===== config.mk =====
export PLATFORM = sky130hd
export DESIGN_NAME = lfsr_decrypt_engine
export DESIGN_NICKNAME = d
export VERILOG_FILES = /design/src/rtl/lfsr_decrypt_engine.sv
export SDC_FILE = /design/constraint.sdc
export NUM_CORES = 1
export LEC_CHECK = 0
export CAP_MARGIN = 20
export CORE_UTILIZATION = 60
export DETAILED_ROUTE_END_ITERATION = 10
export PLACE_DENSITY = 0.78
export SETUP_SLACK_MARGIN = 0.1
export SLEW_MARGIN = 20
export SYNTH_ARGS = -nofsm -noshare
export SYNTH_HDL_FRONTEND = slang
export SYNTH_SLANG_ARGS = --single-unit

===== constraint.sdc =====
create_clock -name clk -period 5.5 [get_ports clk]
set_input_delay 1.1 -clock clk [delete_from_list [all_inputs] [get_ports clk]]
set_output_delay 1.1 -clock clk [all_outputs]
set_load 0.1 [all_outputs]

===== src/rtl/lfsr_decrypt_engine.sv =====
// lfsr_decrypt_engine: recovers the LFSR seed and tap pattern from a known
// preamble, decrypts the message into data memory, then strips the leading
// preamble characters and pads the freed tail.
module lfsr_decrypt_engine #(
    parameter int                         DATA_W      = 8,
    parameter int                         LFSR_W      = 6,
    parameter int                         NUM_TAPS    = 6,
    parameter logic [NUM_TAPS*LFSR_W-1:0] TAP_TABLE   = {6'h39, 6'h36, 6'h33, 6'h30, 6'h2D, 6'h21},
    parameter int                         MSG_LEN     = 64,
    parameter int                         TRIAL_DEPTH = 7,
    parameter int                         ENC_BASE    = 64,
    parameter int                         DEC_BASE    = 0,
    parameter logic [DATA_W-1:0]          PRE_CHAR    = 8'h5F,
    parameter logic [DATA_W-1:0]          PAD_CHAR    = 8'h20,
    parameter int                         ADDR_W      = 8
) (
    input  logic                         clk,
    input  logic                         init,
    input  logic                         start,
    output logic [ADDR_W-1:0]            mem_raddr,
    input  logic [DATA_W-1:0]            mem_rdata,
    output logic                         mem_we,
    output logic [ADDR_W-1:0]            mem_waddr,
    output logic [DATA_W-1:0]            mem_wdata,
    output logic                         busy,
    output logic                         done,
    output logic                         err,
    output logic [$clog2(NUM_TAPS)-1:0]  tap_idx,
    output logic [$clog2(MSG_LEN+1)-1:0] pre_len
);

    localparam int TI_W  = $clog2(NUM_TAPS);
    localparam int PL_W  = $clog2(MSG_LEN + 1);
    localparam int CNT_W = $clog2(MSG_LEN + 2);
    localparam int OBS_W = TRIAL_DEPTH * LFSR_W;

    localparam logic [ADDR_W-1:0] ENC_A   = ADDR_W'(ENC_BASE);
    localparam logic [ADDR_W-1:0] DEC_A   = ADDR_W'(DEC_BASE);
    localparam logic [CNT_W-1:0]  MSG_C   = CNT_W'(MSG_LEN);
    localparam logic [CNT_W-1:0]  TD_C    = CNT_W'(TRIAL_DEPTH);
    localparam logic [CNT_W-1:0]  ONE_C   = CNT_W'(1);
    localparam logic [CNT_W-1:0]  TWO_C   = CNT_W'(2);
    localparam logic [PL_W-1:0]   MSG_P   = PL_W'(MSG_LEN);
    localparam logic [PL_W-1:0]   ONE_P   = PL_W'(1);
    localparam logic [LFSR_W-1:0] PRE_LOW = PRE_CHAR[LFSR_W-1:0];

    typedef enum logic [2:0] {
        S_IDLE, S_SEED, S_MATCH, S_FAIL, S_DECODE, S_COMPACT, S_PAD, S_DONE
    } state_t;

    function automatic logic [LFSR_W-1:0] lfsr_step(input logic [LFSR_W-1:0] s,
                                                    input logic [LFSR_W-1:0] t);
        return {s[LFSR_W-2:0], ^(s & t)};
    endfunction

    state_t                state_q, state_d;
    logic [CNT_W-1:0]      cnt_q, cnt_d;
    logic [OBS_W-1:0]      obs_q, obs_d;
    logic [LFSR_W-1:0]     cand_q [NUM_TAPS];
    logic [LFSR_W-1:0]     cand_d [NUM_TAPS];
    logic [LFSR_W-1:0]     cand_nxt [NUM_TAPS];
    logic [NUM_TAPS-1:0]   alive_q, alive_d;
    logic [LFSR_W-1:0]     s_q, s_d;
    logic [LFSR_W-1:0]     tap_q, tap_d;
    logic [TI_W-1:0]       tap_idx_q, tap_idx_d;
    logic [PL_W-1:0]       pre_len_q, pre_len_d;
    logic                  pre_run_q, pre_run_d;
    logic                  err_q, err_d;
    logic [DATA_W-1:0]     dec_char;
    logic [CNT_W-1:0]      pre_c;
    logic [CNT_W-1:0]      comp_n;

    assign dec_char = mem_rdata ^ DATA_W'(s_q);
    assign pre_c    = CNT_W'(pre_len_q);
    assign comp_n   = MSG_C - pre_c;
    assign tap_idx  = tap_idx_q;
    assign pre_len  = pre_len_q;
    assign err      = err_q;

    // Advance every candidate LFSR by one step under its own tap pattern.
    always_comb begin
        for (int i = 0; i < NUM_TAPS; i++) begin
            cand_nxt[i] = lfsr_step(cand_q[i], TAP_TABLE[i*LFSR_W +: LFSR_W]);
        end
    end

    // Next-state logic and memory port drive for every phase of a run.
    always_comb begin
        state_d   = state_q;
        cnt_d     = cnt_q + ONE_C;
        obs_d     = obs_q;
        cand_d    = cand_q;
        alive_d   = alive_q;
        s_d       = s_q;
        tap_d     = tap_q;
        tap_idx_d = tap_idx_q;
        pre_len_d = pre_len_q;
        pre_run_d = pre_run_q;
        err_d     = err_q;
        mem_raddr = '0;
        mem_we    = 1'b0;
        mem_waddr = '0;
        mem_wdata = '0;
        busy      = 1'b0;
        done      = 1'b0;
        case (state_q)
            S_IDLE: begin
                cnt_d = '0;
                if (start) begin
                    err_d     = 1'b0;
                    pre_len_d = '0;
                    tap_idx_d = '0;
                    state_d   = S_SEED;
                end
            end
            S_SEED: begin
                busy = 1'b1;
                if (cnt_q < TD_C) begin
                    mem_raddr = ENC_A + ADDR_W'(cnt_q);
                end
                if (cnt_q != '0) begin
                    obs_d = {mem_rdata[LFSR_W-1:0] ^ PRE_LOW, obs_q[OBS_W-1:LFSR_W]};
                end
                if (cnt_q == TD_C) begin
                    state_d = S_MATCH;
                    cnt_d   = '0;
                    s_d     = obs_d[LFSR_W-1:0];
                    alive_d = '1;
                    for (int i = 0; i < NUM_TAPS; i++) begin
                        cand_d[i] = obs_d[LFSR_W-1:0];
                    end
                end
            end
            S_MATCH: begin
                busy  = 1'b1;
                obs_d = obs_q >> LFSR_W;
                for (int i = 0; i < NUM_TAPS; i++) begin
                    cand_d[i]  = cand_nxt[i];
                    alive_d[i] = alive_q[i] & (cand_nxt[i] == obs_q[2*LFSR_W-1:LFSR_W]);
                end
                if (cnt_q == TD_C - TWO_C) begin
                    cnt_d = '0;
                    if (|alive_d) begin
                        state_d   = S_DECODE;
                        pre_run_d = 1'b1;
                        for (int i = NUM_TAPS - 1; i >= 0; i--) begin
                            if (alive_d[i]) begin
                                tap_idx_d = TI_W'(i);
                                tap_d     = TAP_TABLE[i*LFSR_W +: LFSR_W];
                            end
                        end
                    end else begin
                        state_d = S_FAIL;
                        err_d   = 1'b1;
                    end
                end
            end
            S_FAIL: begin
                done    = 1'b1;
                state_d = S_IDLE;
            end
            S_DECODE: begin
                busy = 1'b1;
                if (cnt_q < MSG_C) begin
                    mem_raddr = ENC_A + ADDR_W'(cnt_q);
                end
                if (cnt_q != '0) begin
                    mem_we    = 1'b1;
                    mem_waddr = DEC_A + ADDR_W'(cnt_q - ONE_C);
                    mem_wdata = dec_char;
                    s_d       = lfsr_step(s_q, tap_q);
                    if (pre_run_q && (dec_char == PRE_CHAR)) begin
                        pre_len_d = pre_len_q + ONE_P;
                    end else begin
                        pre_run_d = 1'b0;
                    end
                end
                if (cnt_q == MSG_C) begin
                    cnt_d = '0;
                    if (pre_len_d == '0) begin
                        state_d = S_DONE;
                    end else if (pre_len_d == MSG_P) begin
                        state_d = S_PAD;
                    end else begin
                        state_d = S_COMPACT;
                    end
                end
            end
            S_COMPACT: begin
                busy = 1'b1;
                if (cnt_q < comp_n) begin
                    mem_raddr = DEC_A + ADDR_W'(pre_len_q) + ADDR_W'(cnt_q);
                end
                if (cnt_q != '0) begin
                    mem_we    = 1'b1;
                    mem_waddr = DEC_A + ADDR_W'(cnt_q - ONE_C);
                    mem_wdata = mem_rdata;
                end
                if (cnt_q == comp_n) begin
                    state_d = S_PAD;
                    cnt_d   = '0;
                end
            end
            S_PAD: begin
                busy      = 1'b1;
                mem_we    = 1'b1;
                mem_waddr = DEC_A + ADDR_W'(comp_n + cnt_q);
                mem_wdata = PAD_CHAR;
                if (cnt_q == pre_c - ONE_C) begin
                    state_d = S_DONE;
                    cnt_d   = '0;
                end
            end
            S_DONE: begin
                done    = 1'b1;
                state_d = S_IDLE;
            end
            default: begin
                state_d = S_IDLE;
            end
        endcase
    end

    // State and datapath registers; init aborts a run immediately.
    always_ff @(posedge clk or posedge init) begin
        if (init) begin
            state_q   <= S_IDLE;
            cnt_q     <= '0;
            obs_q     <= '0;
            for (int i = 0; i < NUM_TAPS; i++) begin
                cand_q[i] <= '0;
            end
            alive_q   <= '0;
            s_q       <= '0;
            tap_q     <= '0;
            tap_idx_q <= '0;
            pre_len_q <= '0;
            pre_run_q <= 1'b0;
            err_q     <= 1'b0;
        end else begin
            state_q   <= state_d;
            cnt_q     <= cnt_d;
            obs_q     <= obs_d;
            cand_q    <= cand_d;
            alive_q   <= alive_d;
            s_q       <= s_d;
            tap_q     <= tap_d;
            tap_idx_q <= tap_idx_d;
            pre_len_q <= pre_len_d;
            pre_run_q <= pre_run_d;
            err_q     <= err_d;
        end
    end

endmodule


[Word-level counts from Yosys, hierarchy flattened]
Index checks and enable logic that the tools add are counted.
Storage, ports and cells
  flip-flop bits (word level): 118
  bits in writable memories: 0
  memory bits (read-only): 0
  output and inout bits: 38
  input port bits: 11
  memories: 0
  bits in latches: 0
Operators by class
  reductions and logical operators: 30
  multiplexer cells: 68
  add/subtract/negate cells: 8
  bitwise operators: 9
  $mul: 0
  shifts and indexed selects: 0
  divide/modulo/power cells: 0
  magnitude comparators: 3
  equal/unequal tests: 32
Operators with widths (count)
  42-bit case mux with 2 select lines: 1
  36-bit case mux with 2 select lines: 1
  7-bit 2-to-1 mux: 9
  6-bit 2-to-1 mux: 9
  3-bit 2-to-1 mux: 16
  8-bit 2-to-1 mux: 6
  8-bit case mux with 3 select lines: 2
  42-bit 2-to-1 mux: 1
  7-bit case mux with 6 select lines: 1
  6-bit XOR reduction: 7
  6-bit equality test: 6
  36-bit 2-to-1 mux: 1
  6-bit case mux with 2 select lines: 2
  2-bit inequality test (second input constant): 11
  3-bit case mux with 7 select lines: 1
  7-bit by 7-bit adder with 8-bit output: 2
  8-bit case mux with 2 select lines: 1
  7-bit by 1-bit adder with 7-bit output (second input constant): 2
  7-bit by 3-bit equality test with 1-bit output (second input constant): 2
  7-bit equality test: 2
  7-bit equality test (second input constant): 2
  7-bit case mux with 2 select lines: 1
  3-bit equality test (second input constant): 4
  1-bit 2-to-1 mux: 10
  other kinds (32): 50

[Logic depth before layout (Yosys ltp)]
  depth after elaboration: 12
  depth in mapped cells: 12
  mapped depth without buffers: 12

[Worst setup path before layout]
No wires, ideal clock.
  path type: register to output
  start: register pre_len_q[1] (netlist: pre_len[1])
  end: output port mem_waddr[6]
  path slack: 0.178 ns
  arrival: 4.222 ns
  data required time: 4.400 ns
  stages on the path, launching flop included: 12
  cells stage by stage: dfrtp_1 -> inv_1 -> ha_1 -> xor2_2 -> inv_1 -> ha_1 -> a21oi_1 -> o21bai_1 -> a21o_1 -> a21oi_1 -> xor2_1 -> o22ai_1
On the way
  longest elaborated chain between the ends: 3
Ends and longest elaborated chain
  start: declaration: RTL line 66  | logic [PL_W-1:0] pre_len_q, pre_len_d;
  start signal: assignment: RTL line 249  | pre_len_q <= pre_len_d;
  7-bit subtractor: RTL line 75  | assign comp_n = MSG_C - pre_c;
  7-bit by 7-bit adder with 8-bit output: RTL line 207  | mem_waddr = DEC_A + ADDR_W'(comp_n + cnt_q);
  8-bit case mux with 2 select lines: RTL line 106  | case (state_q)
  end: declaration: RTL line 23  | output logic [ADDR_W-1:0] mem_waddr,
No other way between the ends.

[Worst setup path after layout]
  start: register pre_len_q[0] (netlist: pre_len[0])
  end: output port mem_waddr[7]
The elaborated chain is that of the path after synthesis.

==> qor.yml <==
path_cells: "inv_1 > ha_1 > xor2_2 > inv_1 > ha_1 > a21oi_1 > o21bai_1 > a21oi_1 > nor2b_1 > o211ai_1 > o211ai_1 > clkdlybuf4s50_1"
cts_tree: "built"
power_density_mw_per_mm2: 584
crit_type: "reg2out"
clock_latency_ns: 0.42
ios: 49
total_leakage_power_nw: 4.03
htree_levels: 4
drt-vias-per-instance: 6.25
ys_warn_count: 0
crit_family: "buffers and inverters"
firstDrtPassIters: 5
grtUsageTotal: 0.299
setup_tns_ns: 0
ys_seq_elements: 118
rsz0062_at_grt: "no"
grt_max_degree: 90
ys.flop_type: "dfrtp_1"
synth_top_area_share: 0.401
synth.distinct_cells: 74
drc_errors: 0
fillers: 895
status: "completed"
diodes: 0
slew_headroom: 0.344
drt_wl_total_mm: 17.9
vias: 5585
dieArea_mm2: 0.0127
crit_path_end_kind: "output pin"
holdWs_ns: 0.473
min-delay-path-class: "reg2reg"
antenna_left: 0
yosysSeqAreaShare: 0.401
crit_buf_inv: 3
wire_per_inst_um: 20.1
synth_common_cells: "dfrtp_1, nand2_1, xor2_1"
cts.sinks: 118
synth_nets: 744
hold_violations: 0
core_area_mm2: 0.0120
async_flop_share: 1.00
portBuffers: 48
start_util: 0.613
synth_edf_count: 0
antenna_found_initial: 0
synth_area_leaders: "dfrtp_1, xor2_1, mux2_2, xnor2_1, ha_1"
cts-root-buf: "clkbuf_16"
fin_crit_sh: 0.899
cp.required_ns: 4.40
yosys.area.top_type: "dfrtp_1"
drive_above_1_share: 0.155
cp.arrival_ns: 3.85
cts_setup_buffers: 0
fp.dieW_um: 113
dp_hpwl_mm: 12.2
grt_pass1_wl_mm: 29.2
clk_pin_slew_worst_paths_ns: 0.06
fin_skew_ns: 0.00758
slowest_delay_ns: 0.99
syn_inst: 704
fin_nets: 773
maxSlewViolCount: 0
clock_path_buffers: 2
power_mw: 4.95
synth.most_common_cell: "dfrtp_1"
syn_to_final_growth_pct: 15.2
fp.dieH_um: 113
overflow: 0
synth.avg_cell_area_um2: 10.5
fin_crit_ns: 4.95
clock.fmax_mhz: 202
drt_iter0_markers: 474
maxCapViolCount: 0
rows: 40
numCtsBuffers: 17
cts_resized: 0
ff_latch_area_mm2: 0.00295
grt_pass1_vias: 5660
cts_hold_buf: 0
worst_pin_slew_ns: 0.980
gp_congestion: 0.919
irDropWorstVdd_uv: 448
setup_viol: 0
cp_max_fo: 9
multiInputGateArea_mm2: 0.00409
netlist_area_mm2: 0.00737
worst_setup_path_start_kind: "flip-flop"
worst_path_max_delay_cell: "clkdlybuf4s50_1"
## path summary, 6_finish.rpt
kind,cells past startpoint,end,slack (ns),from
setup reg to reg,12,state_q[1]$_DFFE_PP0P_,2.35,pre_len[0]$_DFFE_PP0P_
hold reg to reg,1,tap_idx[1]$_DFFE_PP0P_,0.47,tap_idx[1]$_DFFE_PP0P_
min in group asynchronous,2,obs_q[33]$_DFFE_PP0P_,1.22,init
setup / recovery,12,mem_waddr[7],0.55,pre_len[0]$_DFFE_PP0P_
max in group asynchronous,3,cand_nxt[4]$_DFFE_PP0P_,3.38,init
hold / removal,1,tap_idx[1]$_DFFE_PP0P_,0.47,tap_idx[1]$_DFFE_PP0P_
## power by group
part	leakage [nW]	switching, mW	internal [mW]
sequential	1.59	0.371	1.16
clock	0.317	0.415	0.820
combinational	2.12	1.28	0.910
## through the flow
stage	util	instance area, um^2	cells	setup WS (ns)
floorplan	-	7370	704	0.178
global placement	0.649	7790	860	1.09
detailed placement	0.649	7790	860	1.00
CTS	0.704	8460	892	0.558
global route	0.707	8490	893	0.297
finish	0.707	8490	893	0.554
## cell families (layout without fill, tap and decap cells)
| logic type | Yosys count | in the layout | share of synthesized area |
|---|---|---|---|
| mux | 47 | 47 | 0.0722 |
| compound gates | 155 | 155 | 0.154 |
| xor+xnor | 96 | 96 | 0.128 |
| buf+inv | 67 | 109 | 0.0448 |
| flops | 118 | 118 | 0.401 |
| simple gates | 192 | 192 | 0.149 |
| fa+ha+maj | 29 | 29 | 0.0513 |
## layout make-up
| cell class | count | area share |
|---|---|---|
| multi-input combinational | 519 | 0.482 |
| inverter | 26 | 0.0121 |
| sequential | 118 | 0.348 |
| timing repair buffer | 51 | 0.0584 |
| tap | 147 | 0.0217 |
| clock buffer | 18 | 0.0517 |
| clock inverter | 14 | 0.0262 |
## cell usage in the layout (no fill, tap or decap), types with 4 or more instances in the layout
| cell type | instances |
|---|---|
| a22o_1 | 6 |
| nand4_1 | 8 |
| mux2_1 | 6 |
| xnor2_1 | 39 |
| nand2b_1 | 6 |
| clkdlybuf4s50_1 | 37 |
| bufinv_16 | 5 |
| a21o_1 | 8 |
| dfrtp_1 | 118 |
| nor4_4 | 4 |
| o21bai_1 | 7 |
| mux2i_1 | 7 |
| nand3_1 | 17 |
| and3_1 | 8 |
| nor2b_1 | 11 |
| nand2_1 | 64 |
| o22ai_1 | 9 |
| buf_4 | 13 |
| ha_1 | 27 |
| inv_1 | 23 |
| clkbuf_16 | 17 |
| a21oi_1 | 24 |
| a221o_1 | 30 |
| xor2_1 | 48 |
| nor3_1 | 4 |
| nor2_1 | 37 |
| mux2_2 | 31 |
| nor4_1 | 7 |
| o21ai_0 | 40 |
| clkinv_4 | 4 |
## layer usage
| metal | vias to the layer above | routed length [um] | global-route usage | share of wire |
|---|---|---|---|---|
| met4 | 0 | 455 | 0.140 | 0.025 |
| met1 | 2780 | 7600 | 0.373 | 0.42 |
| met3 | 41 | 728 | 0.0493 | 0.041 |
| li1 | 2573 | - | - | - |
| met2 | 191 | 9140 | 0.511 | 0.51 |
| met5 | - | 0 | 0 | 0 |
## registers in the layout, indices dropped and copies added (netlist names)
register and count:
obs_q 42, cand_nxt 30, cnt_q 7, pre_len 7, alive_q 6, cand_q 6
s_q 6, tap_q 6, state_q 3, tap_idx 3, err 1, pre_run_q 1
## worst reg2reg max path: stages (launching register included)
cell     delay, ns
dfrtp_1       0.52
inv_1         0.10
ha_1          0.26
nor3b_2       0.18
xnor2_1       0.30
ha_1          0.36
nor4_1        0.34
nand4_1       0.14
nand3_1       0.17
and3_1        0.18
nand3_1       0.15
a22o_1        0.27
a21oi_1       0.11
Note: power is estimated with default switching activity, not from simulation.
